**src/rtl/mac_pkg.sv**
```systemverilog
// Shared sizing helpers and result-range constants for the multi-lane MAC.
package mac_pkg;

  function automatic int unsigned clog2(input int unsigned v);
    int unsigned r;
    int unsigned x;
    r = 0;
    x = (v > 0) ? v - 1 : 0;
    while (x > 0) begin
      r++;
      x = x >> 1;
    end
    return r;
  endfunction

  // Two guard bits above the larger of the dot-product and psum widths keep the
  // accumulate free of internal overflow in both signed and unsigned modes.
  function automatic int unsigned mac_width(input int unsigned in_bw,
                                            input int unsigned out_bw,
                                            input int unsigned lanes);
    int unsigned prod_w;
    prod_w = 2 * in_bw + clog2(lanes);
    return ((prod_w > out_bw) ? prod_w : out_bw) + 2;
  endfunction

  function automatic logic [63:0] sat_smax(input int unsigned out_bw);
    return (64'd1 << (out_bw - 1)) - 64'd1;
  endfunction

  function automatic logic [63:0] sat_smin(input int unsigned out_bw);
    return 64'd1 << (out_bw - 1);
  endfunction

  function automatic logic [63:0] sat_umax(input int unsigned out_bw);
    return (out_bw >= 64) ? '1 : (64'd1 << out_bw) - 64'd1;
  endfunction

endpackage

```
**src/rtl/mac_sat.sv**
```systemverilog
// Combinational narrowing of the wide accumulator to the psum width, with
// clamp-or-wrap on overflow and an overflow flag.
module mac_sat
  import mac_pkg::*;
#(
  parameter int unsigned W            = 20,
  parameter int unsigned OUT_BITWIDTH = 16
) (
  input  logic [W-1:0]            val,
  input  logic                    signed_mode,
  input  logic                    sat_en,
  output logic [OUT_BITWIDTH-1:0] res,
  output logic                    ovf
);

  localparam logic [63:0] SMAX_L = sat_smax(OUT_BITWIDTH);
  localparam logic [63:0] SMIN_L = sat_smin(OUT_BITWIDTH);
  localparam logic [63:0] UMAX_L = sat_umax(OUT_BITWIDTH);
  localparam logic [OUT_BITWIDTH-1:0] SMAX = SMAX_L[OUT_BITWIDTH-1:0];
  localparam logic [OUT_BITWIDTH-1:0] SMIN = SMIN_L[OUT_BITWIDTH-1:0];
  localparam logic [OUT_BITWIDTH-1:0] UMAX = UMAX_L[OUT_BITWIDTH-1:0];

  logic [OUT_BITWIDTH-1:0] clamp;

  always_comb begin
    clamp = '0;
    ovf   = 1'b0;
    if (signed_mode) begin
      // In range only when every bit from the result sign upward agrees.
      ovf   = !((&val[W-1:OUT_BITWIDTH-1]) || !(|val[W-1:OUT_BITWIDTH-1]));
      clamp = val[W-1] ? SMIN : SMAX;
    end else begin
      ovf   = |val[W-1:OUT_BITWIDTH];
      clamp = val[W-1] ? '0 : UMAX;
    end
    res = (ovf && sat_en) ? clamp : val[OUT_BITWIDTH-1:0];
  end

endmodule

```
**src/rtl/mac_pipe_lanes.sv**
```systemverilog
// Two-stage, LANES-wide multiply-accumulate with psum address tracking and
// distance-1/distance-2 result forwarding for back-to-back same-address ops.
module mac_pipe_lanes
  import mac_pkg::*;
#(
  parameter int unsigned IN_BITWIDTH        = 8,
  parameter int unsigned OUT_BITWIDTH       = 16,
  parameter int unsigned PSUM_ADDR_BITWIDTH = 2,
  parameter int unsigned LANES              = 4
) (
  input  logic                                clk,
  input  logic                                rst_n,
  input  logic                                en,
  input  logic                                signed_mode,
  input  logic                                sat_en,
  input  logic                                fwd_en,
  input  logic [LANES*IN_BITWIDTH-1:0]        a_in,
  input  logic [LANES*IN_BITWIDTH-1:0]        w_in,
  input  logic [OUT_BITWIDTH-1:0]             sum_in,
  input  logic [PSUM_ADDR_BITWIDTH-1:0]       psum_write_addr,
  output logic [OUT_BITWIDTH-1:0]             out,
  output logic [PSUM_ADDR_BITWIDTH-1:0]       write_addr,
  output logic                                out_en,
  output logic                                ovf
);

  localparam int unsigned PW = 2 * IN_BITWIDTH;
  localparam int unsigned W  = mac_width(IN_BITWIDTH, OUT_BITWIDTH, LANES);

  logic [LANES*PW-1:0]           prod_flat;
  logic [LANES*PW-1:0]           s1_prod;
  logic [OUT_BITWIDTH-1:0]       s1_sum;
  logic [PSUM_ADDR_BITWIDTH-1:0] s1_addr;
  logic                          s1_signed, s1_sat, s1_fwd, s1_valid;

  logic [OUT_BITWIDTH-1:0]       ret_val;
  logic [PSUM_ADDR_BITWIDTH-1:0] ret_addr;
  logic                          ret_valid;

  logic [OUT_BITWIDTH-1:0]       addend;
  logic [W-1:0]                  acc;
  logic [PW-1:0]                 lane_p;
  logic [OUT_BITWIDTH-1:0]       sat_val;
  logic                          sat_ovf;

  // Operands are extended per mode to 2*IN bits; the low 2*IN bits of the
  // product are then exact for both signed and unsigned interpretations.
  for (genvar g = 0; g < LANES; g++) begin : g_lane
    logic [PW-1:0] a_ext, w_ext;
    assign a_ext = signed_mode
        ? {{IN_BITWIDTH{a_in[g*IN_BITWIDTH+IN_BITWIDTH-1]}}, a_in[g*IN_BITWIDTH +: IN_BITWIDTH]}
        : {{IN_BITWIDTH{1'b0}}, a_in[g*IN_BITWIDTH +: IN_BITWIDTH]};
    assign w_ext = signed_mode
        ? {{IN_BITWIDTH{w_in[g*IN_BITWIDTH+IN_BITWIDTH-1]}}, w_in[g*IN_BITWIDTH +: IN_BITWIDTH]}
        : {{IN_BITWIDTH{1'b0}}, w_in[g*IN_BITWIDTH +: IN_BITWIDTH]};
    assign prod_flat[g*PW +: PW] = a_ext * w_ext;
  end

  always_comb begin
    addend = s1_sum;
    if (s1_fwd && s1_valid && out_en && (write_addr == s1_addr))
      addend = out;
    else if (s1_fwd && s1_valid && ret_valid && (ret_addr == s1_addr))
      addend = ret_val;

    acc = s1_signed ? {{(W-OUT_BITWIDTH){addend[OUT_BITWIDTH-1]}}, addend}
                    : {{(W-OUT_BITWIDTH){1'b0}}, addend};
    lane_p = '0;
    for (int unsigned i = 0; i < LANES; i++) begin
      lane_p = s1_prod[i*PW +: PW];
      acc = acc + (s1_signed ? {{(W-PW){lane_p[PW-1]}}, lane_p}
                             : {{(W-PW){1'b0}}, lane_p});
    end
  end

  mac_sat #(
    .W            (W),
    .OUT_BITWIDTH (OUT_BITWIDTH)
  ) u_sat (
    .val         (acc),
    .signed_mode (s1_signed),
    .sat_en      (s1_sat),
    .res         (sat_val),
    .ovf         (sat_ovf)
  );

  always_ff @(posedge clk or negedge rst_n) begin
    if (!rst_n) begin
      s1_prod    <= '0;
      s1_sum     <= '0;
      s1_addr    <= '0;
      s1_signed  <= 1'b0;
      s1_sat     <= 1'b0;
      s1_fwd     <= 1'b0;
      s1_valid   <= 1'b0;
      ret_val    <= '0;
      ret_addr   <= '0;
      ret_valid  <= 1'b0;
      out        <= '0;
      write_addr <= '0;
      out_en     <= 1'b0;
      ovf        <= 1'b0;
    end else begin
      s1_valid <= en;
      if (en) begin
        s1_prod   <= prod_flat;
        s1_sum    <= sum_in;
        s1_addr   <= psum_write_addr;
        s1_signed <= signed_mode;
        s1_sat    <= sat_en;
        s1_fwd    <= fwd_en;
      end
      ret_val   <= out;
      ret_addr  <= write_addr;
      ret_valid <= out_en;
      out_en    <= s1_valid;
      if (s1_valid) begin
        out        <= sat_val;
        ovf        <= sat_ovf;
        write_addr <= s1_addr;
      end else begin
        out <= '0;
        ovf <= 1'b0;
      end
    end
  end

endmodule

```
**config.mk**
```make
export PLATFORM = sky130hd
export DESIGN_NAME = mac_pipe_lanes
export DESIGN_NICKNAME = d
export VERILOG_FILES = /design/src/rtl/mac_pkg.sv /design/src/rtl/mac_sat.sv /design/src/rtl/mac_pipe_lanes.sv
export SDC_FILE = /design/constraint.sdc
export NUM_CORES = 1
export LEC_CHECK = 0
export CORE_MARGIN = 8
export CORE_UTILIZATION = 30
export CTS_CLUSTER_SIZE = 16
export DETAILED_ROUTE_END_ITERATION = 8
export PLACE_DENSITY_LB_ADDON = 0.1
export RECOVER_POWER = 25
export SYNTH_ARGS = -nofsm -noshare
export SYNTH_HDL_FRONTEND = slang
export SYNTH_HIERARCHICAL = 1
export SYNTH_SLANG_ARGS = --single-unit
export TNS_END_PERCENT = 30
```
**constraint.sdc**
```tcl
create_clock -name clk -period 9 [get_ports clk]
set_input_delay 1.8 -clock clk [delete_from_list [all_inputs] [get_ports clk]]
set_output_delay 1.8 -clock clk [all_outputs]
set_load 0.03 [all_outputs]
```
* Word-level counts from Yosys, hierarchy flattened *
Cells that the tools add are included.

storage, ports and cells
  logic and storage cells = 58
  register bits after elaboration = 125
  output and inout bits = 20
  input port bits = 88

cells by class
  equal/unequal tests = 2
  $mul = 4
  multiplexer cells = 22
  add/subtract/negate cells = 4
  reduce and logical (&&, ||, !) cells = 12

operators with widths
  operator             count
  $mux W16             15
  $mux W20             5
  $add A20 B20 Y20     4
  $mul A16 B16 Y16     4
  $logic_and A1 B1 Y1  6
  $reduce_and A5 Y1    1
  $reduce_or A5 Y1     1
  $eq A2 B2 Y1         2
  $reduce_or A4 Y1     1
  $logic_not A1 Y1     2
  $mux W1              2
  $logic_or A1 B1 Y1   1

* Longest topological paths before layout *
  depth after elaboration = 18
  mapped depth = 26
  depth with buffers taken out = 23

* Cells and area by module *
Netlist, hierarchy kept.

modules (own cells, without submodules)
  module          area each (µm²)  cells an instance  instances
  mac_pipe_lanes  21398.0          2251               1
  mac_sat         276.5            48                 1

* Worst setup path after synthesis *
No wires, ideal clock.

  path type = in2reg
  start point = input signed_mode
  end point = register s1_prod[63]
  path slack = 1699 ps
  buffers on the path = 4
  stages on the path = 24
  arrival time = 7176 ps
  data required time = 8875 ps
  cells stage by stage = buf_6 > buf_6 > clkbuf_1 > clkbuf_1 > and3_1 > ha_1 > inv_1 > fa_1 > inv_1 > fa_1 > inv_1 > fa_1 > inv_1 > fa_1 > inv_1 > fa_1 > inv_1 > ha_1 > a21o_1 > a221o_1 > a31oi_1 > o21ai_0 > xor2_1 > mux2_2

on the way
  cells in the longest elaborated chain, start to end = 2
  elaborated cells between the ends (all ways) = 3

ends and longest elaborated chain
  item                         RTL line                                    text
  start: declaration           mac_pipe_lanes.sv:14                        input logic signed_mode,
  $mux W16 (on tied branches)  mac_pipe_lanes.sv:51, mac_pipe_lanes.sv:54
  $mul A16 B16 Y16 (*)         mac_pipe_lanes.sv:56                        assign prod_flat[g*PW +: PW] = a_ext * w_ext;
  end signal: assignment       mac_pipe_lanes.sv:106                       s1_prod <= prod_flat;
  end: declaration             mac_pipe_lanes.sv:31                        logic [LANES*PW-1:0] s1_prod;

Every way passes the cells marked *; elsewhere a longest branch is shown, timed or not.
A chain may end at the register's enable or synchronous reset.

* Final worst setup path *
  start point = input w_in[10]
  end point = register s1_prod[31]

on the way
  cells in the longest elaborated chain, start to end = 2

ends and longest elaborated chain
  item                RTL line              text
  start: declaration  mac_pipe_lanes.sv:18  input logic [LANES*IN_BITWIDTH-1:0] w_in,
  $mux W16            mac_pipe_lanes.sv:54  ? {{IN_BITWIDTH{w_in[g*IN_BITWIDTH+IN_BITWIDTH-1]}}, w_in[g*IN_BITWIDTH +: IN_BITWIDTH]}
  $mul A16 B16 Y16    mac_pipe_lanes.sv:56

Every way passes these cells.

==> PnR_summary.wiki <==
{| class="wikitable"
! Metric !! Value
|-
| Starting density of the core || 30.3%
|-
| Maximum clock frequency || 134 MHz
|-
| Start point of the critical path || w_in[10]
|-
| Worst path required time || 9310 ps
|-
| Capture point of the worst reg-to-reg path || out[13]
|-
| Number of nets with antenna violations after routing || 0
|-
| GRT Util Overall || 13.4%
|-
| Post-CTS repair timing setup buffer count || 0
|-
| Cell at the root of the clock tree || sky130_fd_sc_hd__clkbuf_16
|-
| Via-per-instance ratio || 4.46
|-
| Mean area per synthesized cell || 9.43 um2
|-
| Startpoint of the worst register-to-register path || s1_valid
|-
| Maximum root-to-sink buffer count || 2
|-
| CP Capture Type || flip-flop
|-
| Sink count of the clock tree || 125
|-
| Yosys warning total || 6
|-
| Vias in the first global route || 16600
|-
| Gp weighted congestion || 0.811
|-
| Xor-xnor portion of the synthesized cell area || 6.27%
|-
| I/O pin cnt || 108
|-
| Number of enable-type register cells in the synthesized netlist || 0
|-
| Final-stage net count || 3007
|-
| Area Growth Syn to Fin || 12.1%
|-
| Gate count of the mapped netlist || 2299
|-
| Number of clock buffers inserted by TritonCTS || 17
|-
| PostCTS Resize Cnt || 0
|-
| Endpoints failing hold || 0
|-
| Row count || 98
|-
| Count of input and output buffers || 107
|-
| DR WL/cell || 15.9 um
|-
| Clock period minus worst slack || 7470 ps
|-
| Number of fill cells in the layout || 7362
|-
| Startpoint class of the critical path || input port
|-
| Total of flip-flops plus latches after synthesis || 125
|-
| Unrepaired setup endpoints after global routing || false
|-
| Fraction of the yosys area taken by sequential cells || 14.4%
|-
| Area enclosed by the die boundary || 0.0811 mm2
|-
| End point of the critical path || s1_prod[31]
|-
| Violations in the final reports || max-capacitance violations, max-slew violations
|-
| Async S/R FF share, synth || 100%
|-
| DRC Markers || 0
|-
| Vert. Die Dim || 285 um
|-
| Number of nets produced by synthesis || 2953
|-
| Total Routed Length || 52700 um
|-
| Share of synthesized cell area in full adder, half adder and majority cells || 44.0%
|-
| Placeable core region || 0.0715 mm2
|-
| Maximum number of pins on one net before global-route repair || 75
|-
| Placed wire-length estimate || 44500 um
|-
| Setup TNS || 0 ps
|-
| Status || complete, but fails checks
|-
| Max Transition Viols Final || 53
|-
| Crit Path Class || input port to flip-flop
|-
| Maximum clock skew at final layout || 11.2 ps
|-
| GR Overflow Total || 0
|-
| Transition time at the pin with the least slew margin || 2770 ps
|-
| Fraction of layout instances using a drive strength above 1 || 5.16%
|-
| Area fraction in and, or, nand and nor cells after synthesis || 13.6%
|-
| Worst-case register-to-register setup slack || 2330 ps
|-
| Crit path max fanout || 12
|-
| R2r worst-path depth || 23
|-
| Max-capacitance violation count || 1
|-
| Level count of the clock H-tree || 4
|-
| Path category of the worst min-delay check || flip-flop to flip-flop
|-
| Combinational family with the most area after synthesis || adder cells
|-
| Cells along the critical path || clkdlybuf4s50_1, xor2_1, and3_1, ha_1, inv_1, fa_1, inv_1, fa_1, inv_1, fa_1, inv_1, fa_1, inv_1, fa_1, inv_1, ha_1, a21oi_1, nor2b_1, a211oi_1, o21ai_0, xnor2_1, mux2_2
|-
| Final setup violation count || 0
|-
| Number of antenna violations at the first check in global routing || 0
|-
| Router iterations before antenna repair || 5
|-
| Via count of the routed design || 14800
|-
| Post-CTS Hold Fix Bufs || 0
|-
| Worst skew pair latency || 430 ps
|-
| Cell area after synthesis || 0.0217 mm2
|-
| Global-route wire length before repair || 88500 um
|-
| Delay of the slowest cell on the worst path || 680 ps
|-
| CP max-delay cell || sky130_fd_sc_hd__clkdlybuf4s50_1
|-
| CTS tree || built
|-
| Compound-cell area share of the yosys netlist || 6.84%
|-
| Most numerous cell on the critical path || sky130_fd_sc_hd__inv_1
|-
| Commonest register cell after synthesis || sky130_fd_sc_hd__dfrtp_1
|-
| Multiplexer area fraction after synthesis || 4.33%
|-
| Clock slew at the register clock pins of the worst setup and hold paths || 60 ps
|-
| Horiz. Die Dim || 285 um
|-
| Number of DRC markers in iteration 0 || 464
|-
| Worst slew margin || -85.0%
|-
| Count of unique library cells instantiated by Yosys || 66
|-
| Crit share post-route || 83.1%
|-
| Worst path arrival time || 7790 ps
|}
critical path: cells and delay by family:
family,cells,cell delay [ps]
adder cells (fa/ha/maj),7,3140
buffers and inverters,7,1040
AO/OA/AOI/OAI,3,860
XOR/XNOR,2,400
AND/OR/NAND/NOR,2,270
multiplexers,1,260
worst min path at each step:
stage	start	endpoint	slack, ps	depth (start not counted)
CTS	out[12]	ret_val[12]	410	0
detailed placement	out[12]	ret_val[12]	400	0
finish	out[12]	ret_val[12]	410	0
floorplan	s1_valid	out_en	390	0
global placement	out[12]	ret_val[12]	400	0
global route	out_en	ret_valid	420	0
state kept, by name (all words and copies together), names as in the netlist:
name        cells
s1_prod        64
out            16
ret_val        16
s1_sum         16
ret_addr        2
s1_addr         2
write_addr      2
out_en          1
ovf             1
ret_valid       1
s1_fwd          1
s1_sat          1
s1_signed       1
s1_valid        1
area by class of cell:
type / instances / area [um2] / share of cell area, %
inverters: 519 / 1950 / 8.02
clock buffers: 19 / 453 / 1.86
flip-flops and latches: 125 / 3130 / 12.9
well taps: 950 / 1190 / 4.89
multi-input cells: 1576 / 16300 / 67.0
clock inverters: 13 / 188 / 0.773
diodes: 1 / 2.50 / 0.0103
repair buffers: 114 / 1110 / 4.57
per-layer routing:
layer  part of all wire (%)  wire [um]  track usage (%)
met5                      0          0                0
met4                   0.83        439             2.01
met3                    2.3       1210             1.50
met2                     48      25500             23.1
met1                     49      25600             18.2
cell families (layout without fill, tap and decap cells):
logic type      count (synthesis)  count (layout)
buf+inv                       598             665
other cells                     0               1
fa+ha+maj                     566             566
compound gates                235             235
xor+xnor                      149             149
simple gates                  543             543
mux                            83              83
flops                         125             125
cells in the mapped netlist (all sizes together), types with 5 or more instances:
library cell	number	area share, %
inv	519	9.0
fa	327	30
ha	239	14
and2	236	6.8
dfrtp	125	14
nand2	120	2.1
xnor2	110	4.4
a21oi	81	1.9
nor2	78	1.4
clkbuf	67	1.2
mux2	63	3.3
o21ai	48	1.1
xor2	35	1.4
and3	29	0.84
a21o	27	0.94
mux2i	18	0.83
nand3	17	0.39
a31oi	15	0.50
buf	12	0.37
o21bai	11	0.38
nand2b	9	0.26
nor2b	9	0.26
nor3	9	0.23
o21a	8	0.28
or3	8	0.23
a211oi	7	0.24
a31o	6	0.24
nand4	5	0.14
o31ai	5	0.17
stage by stage:
step	worst slack, ps	hold slack, ps	utilization [%]	area [um2]	instances
6_report	1530	408	34.0	24300	3317
5_1_grt	1270	424	34.0	24300	3316
4_1_cts	1550	413	34.0	24300	3316
3_5_place_dp	1110	398	33.1	23700	3284
3_3_place_gp	1210	404	33.1	23700	3284
2_1_floorplan	1700	393	-	21700	2299
layout by cell type, fill, tap and decap left out, types with 3 or more instances in the layout:
master                            synthesis  layout
sky130_fd_sc_hd__nor2b_1                  9       9
sky130_fd_sc_hd__a21o_1                  27      27
sky130_fd_sc_hd__and2_1                 235     235
sky130_fd_sc_hd__o21ai_0                 48      48
sky130_fd_sc_hd__a31o_2                   6       6
sky130_fd_sc_hd__clkdlybuf4s50_1          0     104
sky130_fd_sc_hd__nand3_1                 17      17
sky130_fd_sc_hd__a2111oi_0                3       3
sky130_fd_sc_hd__clkinvlp_4               0       3
sky130_fd_sc_hd__dfrtp_1                125     125
sky130_fd_sc_hd__o21bai_1                11      11
sky130_fd_sc_hd__fa_1                   327     327
sky130_fd_sc_hd__xnor3_1                  4       4
sky130_fd_sc_hd__clkbuf_16                0      17
sky130_fd_sc_hd__nand4_1                  5       5
sky130_fd_sc_hd__xnor2_1                110     110
sky130_fd_sc_hd__buf_4                    0       8
sky130_fd_sc_hd__mux2i_1                 18      18
sky130_fd_sc_hd__nor2_1                  78      78
sky130_fd_sc_hd__nor3_1                   8       7
sky130_fd_sc_hd__o31ai_1                  5       5
sky130_fd_sc_hd__nor4b_1                  3       3
sky130_fd_sc_hd__inv_1                  519     519
sky130_fd_sc_hd__and3_1                  29      29
sky130_fd_sc_hd__a31oi_1                 14      14
sky130_fd_sc_hd__o2111ai_1                4       4
sky130_fd_sc_hd__bufinv_16                0       4
sky130_fd_sc_hd__nand2b_1                 9       9
sky130_fd_sc_hd__a21oi_1                 81      81
sky130_fd_sc_hd__or3_1                    8       8
sky130_fd_sc_hd__o221ai_1                 4       4
sky130_fd_sc_hd__a211oi_1                 7       7
sky130_fd_sc_hd__ha_1                   239     239
sky130_fd_sc_hd__xor2_1                  35      35
sky130_fd_sc_hd__o21a_1                   8       8
sky130_fd_sc_hd__mux2_2                  62      62
sky130_fd_sc_hd__nand2_1                120     120
Power is left out: the tool's default activity adds up to more than one toggle a clock period on the data nets, which glitch-free logic cannot reach.
